`src/rtl/bf_bracket_scanner.sv`:
```
// Loop-jump resolver: walks program memory from a bracket to its matching partner.
// Optional BF_SCAN_STATS_EN adds a scan_len output counting bytes fetched per scan.
module bf_bracket_scanner #(
  parameter int unsigned ADDR_W  = 16,
  parameter int unsigned DEPTH_W = 8
) (
  input  logic              clk,
  input  logic              rst,
  input  logic              start,
  input  logic              dir,
  input  logic [ADDR_W-1:0] start_pc,
  input  logic [ADDR_W-1:0] prog_last,
  output logic              mem_req,
  output logic [ADDR_W-1:0] mem_addr,
  input  logic              mem_ack,
  input  logic [7:0]        mem_data,
  output logic              busy,
  output logic              done,
  output logic              err,
  output logic [ADDR_W-1:0] target_pc
`ifdef BF_SCAN_STATS_EN
  ,
  output logic [ADDR_W-1:0] scan_len
`endif
);

  localparam logic [7:0] CH_OPEN  = 8'h5B;
  localparam logic [7:0] CH_CLOSE = 8'h5D;

  typedef enum logic [1:0] {IDLE, FETCH, FIN} state_t;

  state_t              state;
  logic                dir_q;
  logic [DEPTH_W-1:0]  depth;
  logic [ADDR_W-1:0]   pc;

  logic                hit_same;
  logic                hit_opp;
  logic                at_bound;
  logic                start_bound;
  logic                depth_full;
  logic [ADDR_W-1:0]   pc_next;
  logic [ADDR_W-1:0]   start_next;

  // Byte classification relative to the origin bracket, plus bound checks.
  always_comb begin
    hit_same    = dir_q ? (mem_data == CH_CLOSE) : (mem_data == CH_OPEN);
    hit_opp     = dir_q ? (mem_data == CH_OPEN)  : (mem_data == CH_CLOSE);
    at_bound    = dir_q ? (pc == '0) : (pc == prog_last);
    pc_next     = dir_q ? (pc - ADDR_W'(1)) : (pc + ADDR_W'(1));
    start_bound = dir ? (start_pc == '0) : (start_pc == prog_last);
    start_next  = dir ? (start_pc - ADDR_W'(1)) : (start_pc + ADDR_W'(1));
    depth_full  = &depth;
  end

  always_ff @(posedge clk or posedge rst) begin
    if (rst) begin
      state     <= IDLE;
      dir_q     <= 1'b0;
      depth     <= '0;
      pc        <= '0;
      mem_req   <= 1'b0;
      mem_addr  <= '0;
      busy      <= 1'b0;
      done      <= 1'b0;
      err       <= 1'b0;
      target_pc <= '0;
`ifdef BF_SCAN_STATS_EN
      scan_len  <= '0;
`endif
    end else begin
      done <= 1'b0;
      err  <= 1'b0;
      case (state)
        IDLE: begin
          if (start) begin
            dir_q <= dir;
            depth <= '0;
            busy  <= 1'b1;
`ifdef BF_SCAN_STATS_EN
            scan_len <= '0;
`endif
            // Origin already at the edge of the program: nothing to scan.
            if (start_bound) begin
              state <= FIN;
              err   <= 1'b1;
            end else begin
              state    <= FETCH;
              pc       <= start_next;
              mem_req  <= 1'b1;
              mem_addr <= start_next;
            end
          end
        end
        FETCH: begin
          if (mem_ack) begin
`ifdef BF_SCAN_STATS_EN
            scan_len <= scan_len + ADDR_W'(1);
`endif
            if (hit_opp && depth == '0) begin
              target_pc <= pc;
              done      <= 1'b1;
              mem_req   <= 1'b0;
              state     <= FIN;
            end else if ((hit_same && depth_full) || at_bound) begin
              err     <= 1'b1;
              mem_req <= 1'b0;
              state   <= FIN;
            end else begin
              if (hit_same) begin
                depth <= depth + DEPTH_W'(1);
              end else if (hit_opp) begin
                depth <= depth - DEPTH_W'(1);
              end
              pc       <= pc_next;
              mem_addr <= pc_next;
            end
          end
        end
        FIN: begin
          busy  <= 1'b0;
          state <= IDLE;
        end
        default: begin
          busy    <= 1'b0;
          mem_req <= 1'b0;
          state   <= IDLE;
        end
      endcase
    end
  end

endmodule

```
`config.mk`:
```
export PLATFORM = sky130hd
export DESIGN_NAME = bf_bracket_scanner
export DESIGN_NICKNAME = d
export VERILOG_FILES = /design/src/rtl/bf_bracket_scanner.sv
export SDC_FILE = /design/constraint.sdc
export NUM_CORES = 1
export LEC_CHECK = 0
export ABC_CLOCK_PERIOD_IN_PS = 5400
export CORE_ASPECT_RATIO = 0.5
export CORE_MARGIN = 10
export CORE_UTILIZATION = 57
export DETAILED_ROUTE_END_ITERATION = 6
export HOLD_SLACK_MARGIN = 0.02
export PLACE_DENSITY = 0.87
export SETUP_SLACK_MARGIN = 0.4
export SLEW_MARGIN = 20
export SYNTH_ARGS = -nofsm -noshare
export SYNTH_HDL_FRONTEND = slang
export SYNTH_SLANG_ARGS = --single-unit
```
`constraint.sdc`:
```
create_clock -name clk -period 5.4 [get_ports clk]
set_clock_uncertainty 0.1 [all_clocks]
set_input_delay 1.08 -clock clk [delete_from_list [all_inputs] [get_ports clk]]
set_output_delay 1.08 -clock clk [all_outputs]
set_load 0.01 [all_outputs]
```
After elaboration in Yosys (flattened, before gate mapping)
Index checks and enable logic that the tools add are counted.
Storage, ports and cells
  register bits: 47
  output and inout bits: 36
  word-level logic and storage cells: 88
Cells by class
  add/subtract/negate cells: 6
  equality and inequality tests: 13
  muxes and demuxes: 42
  bitwise logic cells: 2
  reductions and logical operators: 16
Operators by type and width (count)
  2-to-1 mux 16 bit: 7
  2-to-1 mux 8 bit: 6
  adder 16 x 1 -> 16 bit, second input constant: 2
  equality test 16 bit: 2
  zero test 16 bit: 2
  one-hot mux 16 bit (2 select lines): 1
  subtractor 16 x 1 -> 16 bit, second input constant: 2
  2-to-1 mux 1 bit: 18
  equality test 8 x 7 -> 1 bit, second input constant: 2
  one-hot mux 8 bit (2 select lines): 1
  AND reduction 6 bit: 2
  2-to-1 mux 2 bit: 5
  inequality test 2 bit, second input constant: 5
  adder 8 x 1 -> 8 bit, second input constant: 1
  zero test 8 bit: 1
  AND reduction 8 bit: 1
  subtractor 8 x 1 -> 8 bit, second input constant: 1
  inequality test 3 bit, second input constant: 2
  AND reduction 3 bit: 2
  AND reduction 5 bit: 1
  one-hot mux 1 bit (2 select lines): 2
  one-hot mux 2 bit (2 select lines): 1
  AND reduction 2 bit: 2
  one-hot mux 1 bit (3 select lines): 1
  other kinds (7): 9

Logic depth before layout (Yosys ltp)
  depth after elaboration: 8
  gate-level depth with buffers: 11
  gate-level depth less buffers: 10

Worst setup path before layout
No wires, ideal clock.
  path kind: in2reg
  start point: input mem_data[2]
  end point: register depth[7]
  setup time: 0.121 ns
  arrival: 3.128 ns
  required time: 5.179 ns
  slack: 2.051 ns
  stages on the path: 11
  buffers on the path: 1
  cells stage by stage: nor3b_1 -> o2111ai_4 -> buf_2 -> ha_1 -> and2_1 -> o21ai_0 -> nand3_1 -> mux2i_1 -> o21ai_0 -> o41ai_2 -> a22o_1
Between the ends
  word-level cells in the longest chain between the ends: 7
  elaborated cells on any way between the ends: 16
  classes of those cells: 5 x eq/ne; 7 x mux; 4 x reduce/logical
Ends and longest elaborated chain
  start: declaration: line 16  | input logic [7:0] mem_data,
  equality test 8 x 7 -> 1 bit: line 47, 48
  2-to-1 mux 1 bit: line 47  | hit_same = dir_q ? (mem_data == CH_CLOSE) : (mem_data == CH_OPEN);
  2-to-1 mux 8 bit: line 110  | if (hit_same) begin
  2-to-1 mux 8 bit: line 105  | end else if ((hit_same && depth_full) || at_bound) begin
  2-to-1 mux 8 bit: line 100  | if (hit_opp && depth == '0) begin
  2-to-1 mux 8 bit: line 96  | if (mem_ack) begin
  one-hot mux 8 bit (2 select lines): line 74  | case (state)
  end signal: assignment: line 111  | depth <= depth + DEPTH_W'(1);
  end signal: assignment: line 113  | depth <= depth - DEPTH_W'(1);
  end: declaration: line 34  | logic [DEPTH_W-1:0] depth;
Parallel ways exist; a longest one is shown, timed or not. The select of a mux whose other input is x is not followed.
A chain may end at the register's enable or synchronous reset.

Worst setup path in the final report
  start point: input dir
  end point: register pc[14]
Between the ends
  word-level cells in the longest chain between the ends: 4
  elaborated cells on any way between the ends: 7
  classes of those cells: 1 x eq/ne; 5 x mux; 1 x reduce/logical
Ends and longest elaborated chain
  start: declaration: line 10  | input logic dir,
  2-to-1 mux 16 bit: line 52  | start_next = dir ? (start_pc - ADDR_W'(1)) : (start_pc + ADDR_W'(1));
  2-to-1 mux 16 bit: line 84  | if (start_bound) begin
  2-to-1 mux 16 bit: line 76  | if (start) begin
  one-hot mux 16 bit (2 select lines): line 74
  end signal: assignment: line 89  | pc <= start_next;
  end signal: assignment: line 115  | pc <= pc_next;
  end: declaration: line 35  | logic [ADDR_W-1:0] pc;
Parallel ways exist; a longest one is shown, timed or not. The select of a mux whose other input is x is not followed.

==> flow_metrics.tcl <==
set metrics [dict create \
    r2r_start "dir_q" \
    cap_violations 0 \
    fin_crit_ns 4.18 \
    grt_max_degree 48 \
    layout-drive-gt1-share_pct 4.36 \
    routedWlPerCell_um 18.5 \
    drt-total-wl_um 12300 \
    vdd_ir_drop_max_v 0.000390 \
    synth_edf_count 0 \
    rsz0062_at_grt "no" \
    grt_pass1_vias 3842 \
    synth-main-ff-cell "dfrtp_1" \
    hold_ws_ns 0.375 \
    leakagePower_nw 2.20 \
    area_growth_pct 24.2 \
    slew_violations 0 \
    arrival_ns 4.28 \
    grt_overflow 0 \
    die_h_um 80.3 \
    ys_ff_latch 47 \
    syn_area_per_cell_um2 8.27 \
    fmax_ghz 0.239 \
    antenna_found_initial 0 \
    clockRootBuffer "clkbuf_16" \
    dr.pass1.iters 5 \
    cp-end-kind "register" \
    gp_congestion 0.909 \
    max_slew_margin_pct 31.0 \
    nets 651 \
    synthTopCellsByArea "dfrtp_1 28%, xnor2_1 10%, ha_1 9.7%, nand2_1 6.8%, o21ai_0 5.4%" \
    die_width_um 141 \
    post_cts_resized 0 \
    cellPowerDensity_nw_per_um2 519 \
    hpwl_um 9400 \
    critPathRequiredTime_ns 5.50 \
    r2r_setup_slack_ns 1.87 \
    worstPathMaxFanout 18 \
    start_util_pct 60.4 \
    period_share_pct 77.4 \
    clk_path_buf_depth 2 \
    ctsHtreeMaxLevel 2 \
    num_rows 21 \
    fin_cells 665 \
    via_count 4124 \
    final.setup.tns_ns 0 \
    setup_viol 0 \
    grt_pass1_wl_um 19600 \
    yosysTopAreaCellShare_pct 28.4 \
    hold_buffers 0 \
    cts_tree "yes" \
    cts_buffers 5 \
    fill_cells 516 \
    vias_per_cell 6.20 \
    clk_latency_ns 0.29 \
    synth.largest_area_cell "dfrtp_1" \
    post_cts_buffers 0 \
    status "finished clean" \
    cts.sinks 47 \
    grt_use_total_pct 21.1 \
    crit_type "in2reg" \
    clk_pin_slew_worst_paths_ns 0.06 \
    r2r-end "pc[14]" \
    worst_slew_pin_slew_ns 1.03 \
    ant_nets 0 \
    first_iter_violations 320 \
    post-route-drc-count 0 \
    synth_async_sr_flop_share_pct 100 \
    start_kind "input pin" \
    place_ws_ns 1.02 \
    setup_slack_ns 1.22 \
    core_um2 6860 \
    r2r_cells 10 \
    crit_end "pc[14]" \
    syn_inst 501 \
    io_pins 81 \
    diodes 0 \
    synth_cell_types 64 \
    finalHoldViolations 0 \
    min_path_type "reg2reg" \
    yosys_warnings 0 \
    die_area_um2 11300 \
    dp_cells 657 \
    port_buffers 80 \
    synth_common_cells "75 x nand2_1, 49 x xnor2_1, 47 x dfrtp_1" \
    synth_area_um2 4150 \
    syn-num-nets 580 \
    startpoint "dir" \
    yosysSeqAreaShare_pct 28.4 \
    yosysMostFrequentCell "nand2_1" \
]
## metrics by stage
stage	instance area, um^2	util [%]	total power, mW
final	5150	75.1	2.67
after global routing	5150	75.1	2.88
after detailed placement	4970	72.5	2.26
after CTS	5150	75.1	2.65
after global placement	4970	72.5	2.22
after floorplan	4150	-	1.80
## kinds of logic (layout without fill, tap and decap cells)
group	Yosys count	after routing	synth area share (%)
adder cells (fa/ha/maj)	34	34	10.6
AND/OR/NAND/NOR	195	195	22.9
flip-flops	47	47	28.4
AO/OA/AOI/OAI	131	131	21.3
buffers and inverters	33	105	3.74
XOR/XNOR	56	56	11.8
multiplexers	5	5	1.24
## placed cells by master (no fill, tap or decap), drive strengths merged, types with 5 or more instances in the layout
cell type,netlist,final
nand3,13,13
a21o,8,8
xnor2,49,49
nor4,11,11
o21ai,47,47
nand4,9,9
nor2,34,34
o21a,6,6
xor2,7,7
ha,32,32
a21oi,28,28
inv,17,18
or3,8,8
dfrtp,47,47
a211oi,5,5
clkdlybuf4s50,0,80
nand2b,6,6
and3,7,7
o31ai,5,5
clkbuf,8,6
nor3,12,12
a31oi,5,5
nand2,75,75
## area by class of cell
type                            count  area, um^2  area share, %
Multi-Input combinational cell    421        2810           54.7
Sequential cell                    47        1180           22.8
Timing Repair Buffer               80         801           15.6
Clock buffer                        6         139           2.70
Tap cell                           92         115           2.24
Inverter                           17        63.8           1.24
Clock inverter                      2        38.8          0.754
## state kept, by name, summed over array words and instances (netlist names)
register	cells
pc	16
target_pc	16
depth	8
state	2
busy	1
dir_q	1
done	1
err	1
mem_req	1
## power by group
group          switching, mW  internal (mW)  leakage, nW
combinational          0.846          0.748         1.50
sequential             0.253          0.456        0.610
clock                  0.136          0.233       0.0875
total                   1.24           1.44         2.20
## worst min path at each step
stage	depth (start not counted)	end	slack, ns	from
after floorplan	1	busy	0.35	state[1]
after global placement	2	target_pc[7]	0.36	target_pc[7]
after detailed placement	2	target_pc[8]	0.36	target_pc[8]
after CTS	2	target_pc[8]	0.38	target_pc[8]
after global routing	2	target_pc[7]	0.40	target_pc[7]
final	2	target_pc[8]	0.38	target_pc[8]
## worst max-delay path, cell delays in order
cell and delay, ns:
clkdlybuf4s50_1 0.98, inv_1 0.21, fa_1 0.58, nor2b_1 0.23, o31ai_2 0.13, a211oi_1 0.35
o31a_1 0.21, o21a_1 0.12, or3_1 0.10, nand3_1 0.08, a22oi_1 0.20
## metal layers
metal  share of wire, %  global-route usage (%)
met1                 41                    26.9
met2                 46                    33.9
met3                 11                    5.75
met4                2.6                    7.07
met5                  0                       0
Note: power is estimated with default switching activity, not from simulation.
==> RTL change 1 (same flow settings) <==
Add a define of `BF_SCAN_STATS_EN`.
--- a/src/rtl/bf_bracket_scanner.sv
+++ b/src/rtl/bf_bracket_scanner.sv
@@ -2,2 +2,4 @@
 // Optional BF_SCAN_STATS_EN adds a scan_len output counting bytes fetched per scan.
+`define BF_SCAN_STATS_EN
+
 module bf_bracket_scanner #(
Check against the original RTL (old outputs only; new: scan_len): equivalent (equiv_simple and equiv_induct, registers matched by name and starting in step).
==> RTL change 1 against the unedited design <==
- worst setup slack better by 0.12 ns
- count of clock-buffer cells in the layout increased by 3
- worst hold slack gained 0.029 ns
- largest cell class unchanged
- synthesized area rose by 23%
- critical path type unchanged
- global-route usage is 1.3 points higher
- power is 23% higher
- sequential cell count rose by 16
- routed wire length grew 23%
- register-to-register slack improved by 0.08 ns
- design area is 25% higher
- synthesized cell count rose by 11%
- highest routed layer unchanged
- sequential share of layout area increased by 1.6 points
==> RTL change 1: results (changes against the unedited design) <==
| Metric | Value |
|---|---|
| R2R Path End | depth[6] |
| DRT met1 WL | 6.22 mm (+23%) |
| Outcome | complete, no violations |
| Seq/Total Area, Yosys | 30.9% (+2.5 points) |
| CTS Buf Count | 9 (+4) |
| Met2 Use GR | 37.6% (+3.7 points) |
| Post-Place Cell Area | 6130 um^2 (+23%) |
| Post-Synth XOR/XNOR Area | 12.4% (+0.53 points) |
| M3 GR Usage | 4.83% (-0.92 points) |
| Global-route wire length before repair | 24.7 mm (+26%) |
| Syn Nets | 638 (+10%) |
| Total number of vias | 4,804 (+16%) |
| Avg Inst Size Synth | 9.14 um^2 (+11%) |
| H-tree Lvls | 3 (+1) |
| Commonest cells post-synth | 63 x dfrtp_1, 57 x xnor2_1, 50 x nor2_1, 42 x a21oi_1, 38 x nand2_1 |
| Number of placed instances, taps included | 757 (+15%) |
| Post-route insts no fill | 773 (+16%) |
| Min-delay src | target_pc[9] |
| Layout cells sized above 1 | 10.1% (+5.7 points) |
| VDD IR max | 0.307 mV (-21%) |
| Largest net degree at the start of global routing | 37 (-23%) |
| All-layer global routing usage | 22.4% (+1.3 points) |
| Worst Hold End | target_pc[9] |
| Count of cell types in the netlist | 80 (+25%) |
| Crit path max-delay family | compound AO/OA/AOI/OAI gates |
| LEAKAGE | 0.00272 uW (+24%) |
| DR pass1 iterations | 6 (+1) |
==> RTL change 1: final cells by class <==
class | instances | area share [%]
clock buffer | 9 | 3.50
inverter | 24 | 1.40
sequential | 63 | 24.5
timing repair buffer | 99 | 15.3
multi-input combinational | 454 | 51.8
clock inverter | 7 | 1.28
tap | 117 | 2.27
==> RTL change 1: worst max path at each step <==
stage                to  depth (start not counted)  slack, ns        start
2_1_floorplan  depth[6]                         12       1.97  mem_data[7]
3_3_place_gp     pc[13]                         10       1.15          dir
3_5_place_dp     pc[14]                         10       1.05          dir
4_1_cts          pc[14]                         10       1.40          dir
5_1_grt          pc[14]                         10       1.14          dir
6_report         pc[14]                         10       1.34          dir
==> RTL change 1: power by group through the flow <==
stage               sequential [uW]  combinational [uW]  clock (uW)
CTS                             802                1840         601
detailed placement              803                1800           0
global placement                801                1750           0
global route                    827                2060         619
finish                          817                1870         604
floorplan                       749                1320           0
==> RTL change 2 (config.mk and constraints unchanged) <==
Made on the original files. Re-encode `state_t` (3 states) as one-hot, 3 bits wide.
--- a/src/rtl/bf_bracket_scanner.sv
+++ b/src/rtl/bf_bracket_scanner.sv
@@ -29,3 +29,3 @@
 
-  typedef enum logic [1:0] {IDLE, FETCH, FIN} state_t;
+  typedef enum logic [2:0] {IDLE = 3'b001, FETCH = 3'b010, FIN = 3'b100} state_t;
 
Behaviour: no difference found for any inputs over 4 cycles, from zero or initial values and one cycle with rst high; so few cycles prove little.
==> RTL change 2 against the unedited design <==
- worst hold slack got worse by 0.0016 ns
- worst setup slack improved by 0.22 ns
- routed wire length rose by 2.1%
- sequential cell count rose by 1
- design area rose by 2.6%
- global-route usage rose by 0.29 points
- sequential share of layout area fell by 0.076 points
- synthesized area rose by 3.0%
- largest power group unchanged
- power rose by 4.9%
- largest cell class unchanged
- count of clock-buffer cells in the layout did not move
- register-to-register slack improved by 0.33 ns
==> RTL change 2: results (changes against the unedited design) <==
| Metric | Value |
|---|---|
| Initial antenna violation count | 0 (unchanged) |
| Synth warnings | 0 (unchanged) |
| Largest regs | pc (16), target_pc (16), depth (8) |
| Vias in the first global route | 4,078 (+6.1%) |
| Setup Buffers After CTS | 0 (unchanged) |
| Post-synth EDFFs | 0 (unchanged) |
| Count of cell types in the netlist | 70 (+9.4%) |
| Setup TNS | 0 ns (unchanged) |
| IO Port Bufs | 80 (unchanged) |
| VDD IR max | 0.389 mV (-0.30%) |
| H-tree Lvls | 2 (unchanged) |
| Global-route wire length before repair | 20.3 mm (+3.3%) |
| Post-synth top flop | dfrtp_1 |
| Synth top area cells | dfrtp_1 28%, ha_1 9.4%, xor2_1 7.4%, nand2_1 6.9%, xnor2_1 4.5% |
| Clk slew on worst S/H paths | 0.07 ns |
| Commonest cells post-synth | 78 x nand2_1, 47 x dfrtp_1, 36 x xor2_1, 35 x o21ai_0, 33 x a21oi_1 |
| Worst Tran Pin Value | 0.846 ns (-0.186 ns) |
| Seq/Total Area, Yosys | 28.2% (-0.21 points) |
| Skew-Pair Late Insertion Delay | 0.29 ns (about the same) |
| LEAKAGE | 0.00237 uW (+7.8%) |
| Clock Path Buffers | 2 (unchanged) |
| CTS Hold Bufs | 0 (unchanged) |
| Syn Nets | 597 (+2.9%) |
| Final count of hold timing violations | 0 (unchanged) |
| Starting DRT DRC Count | 544 (+70%) |
| All-layer global routing usage | 21.4% (+0.29 points) |
| Post-DP HPWL | 9.85 mm (+4.8%) |
| Yosys top cell area share | 27.5% (-0.82 points) |
| Crit-path max FO | 10 (-8) |
| Outcome | complete, no violations |
| Arrival @ worst endpoint | 4.04 ns (-0.24 ns) |
| # nets final | 674 (+3.5%) |
| Diode count | 0 (unchanged) |
| Layout cells sized above 1 | 3.52% (-0.84 points) |
| Vias per Instance | 6.12 (-1.3%) |
| Post-cts resize count | 0 (unchanged) |
| Clock Tree Root | clkbuf_16 |
| DR pass1 iterations | 7 (+2) |
| Fillers | 582 (+13%) |
| Largest net degree at the start of global routing | 49 (+2.1%) |
| Final GP Congestion | 0.927 (+1.9%) |
| Routed wire length | 12.6 mm (+2.1%) |
## RTL change 2: changes by cell type after synthesis, sizes merged, moves of 4 or more
cell | unedited run | this run
nand4 | 9 | 4
nor3 | 12 | 19
a21oi | 28 | 33
and2 | 2 | 8
clkbuf | 8 | 4
a22o | 2 | 6
o21a | 6 | 2
xnor2 | 49 | 22
nor2 | 34 | 27
o21ai | 47 | 37
xor2 | 7 | 36
## RTL change 2: path summary, 6_finish.rpt
| path | from | endpoint | slack [ns] | depth (start not counted) |
|---|---|---|---|---|
| min in group asynchronous | rst | depth[4] | 1.15 | 2 |
| setup reg to reg | dir_q | pc[14] | 2.20 | 10 |
| hold reg to reg | target_pc[5] | target_pc[5] | 0.37 | 2 |
| setup / recovery | mem_data[1] | depth[7] | 1.44 | 11 |
| max in group asynchronous | rst | pc[11] | 3.54 | 2 |
| hold / removal | target_pc[5] | target_pc[5] | 0.37 | 2 |
## RTL change 2: critical path: stages
cell	delay, ns
clkdlybuf4s50_1	0.54
nor3b_1	0.22
o211a_1	0.40
inv_2	0.16
ha_1	0.37
and2_1	0.17
o21a_1	0.18
o311a_1	0.32
a211o_1	0.28
a211oi_1	0.23
o21bai_1	0.08
## RTL change 2: routing by layer
metal,wire [um],up-vias,GRT usage (%)
li1,-,2044,-
met4,142,0,5.12
met3,1140,15,5.41
met1,5440,2022,27.9
met5,0,-,0
met2,5870,154,35.0
## RTL change 2: layout make-up
class | instances | area (um^2) | area share, %
clock buffer | 6 | 129 | 2.44
clock inverter | 2 | 12.5 | 0.237
inverter | 19 | 72.6 | 1.37
multi-input combinational | 438 | 2920 | 55.3
sequential | 48 | 1200 | 22.8
tap | 96 | 120 | 2.27
timing repair buffer | 83 | 823 | 15.6
## RTL change 2: cells by family after synthesis
logic type	Yosys count	synth area share, %
xor gates and xnor gates	58	11.9
DFF	48	28.2
adders and majority gates	34	10.3
buffers and inverters	32	3.43
muxes	3	0.703
AOI/OAI and AO/OA	138	21.8
and+or+nand+nor	205	23.7
## RTL change 2: through the flow
stage	setup slack (ns)	utilization [%]	cells	instance area [um^2]	power, uW
after floorplan	1.98	-	518	4270	1950
after global placement	1.23	70.4	684	5140	2390
after detailed placement	1.16	70.4	684	5140	2450
after CTS	1.46	72.4	692	5280	2770
after global routing	1.22	72.4	692	5280	3030
final	1.44	72.4	692	5280	2800
## RTL change 2: power by group
| group | total (uW) | switching (uW) | internal [uW] |
|---|---|---|---|
| Sequential | 676 | 202 | 474 |
| Clock | 311 | 139 | 171 |
| Combinational | 1820 | 976 | 840 |
| Total | 2800 | 1320 | 1490 |
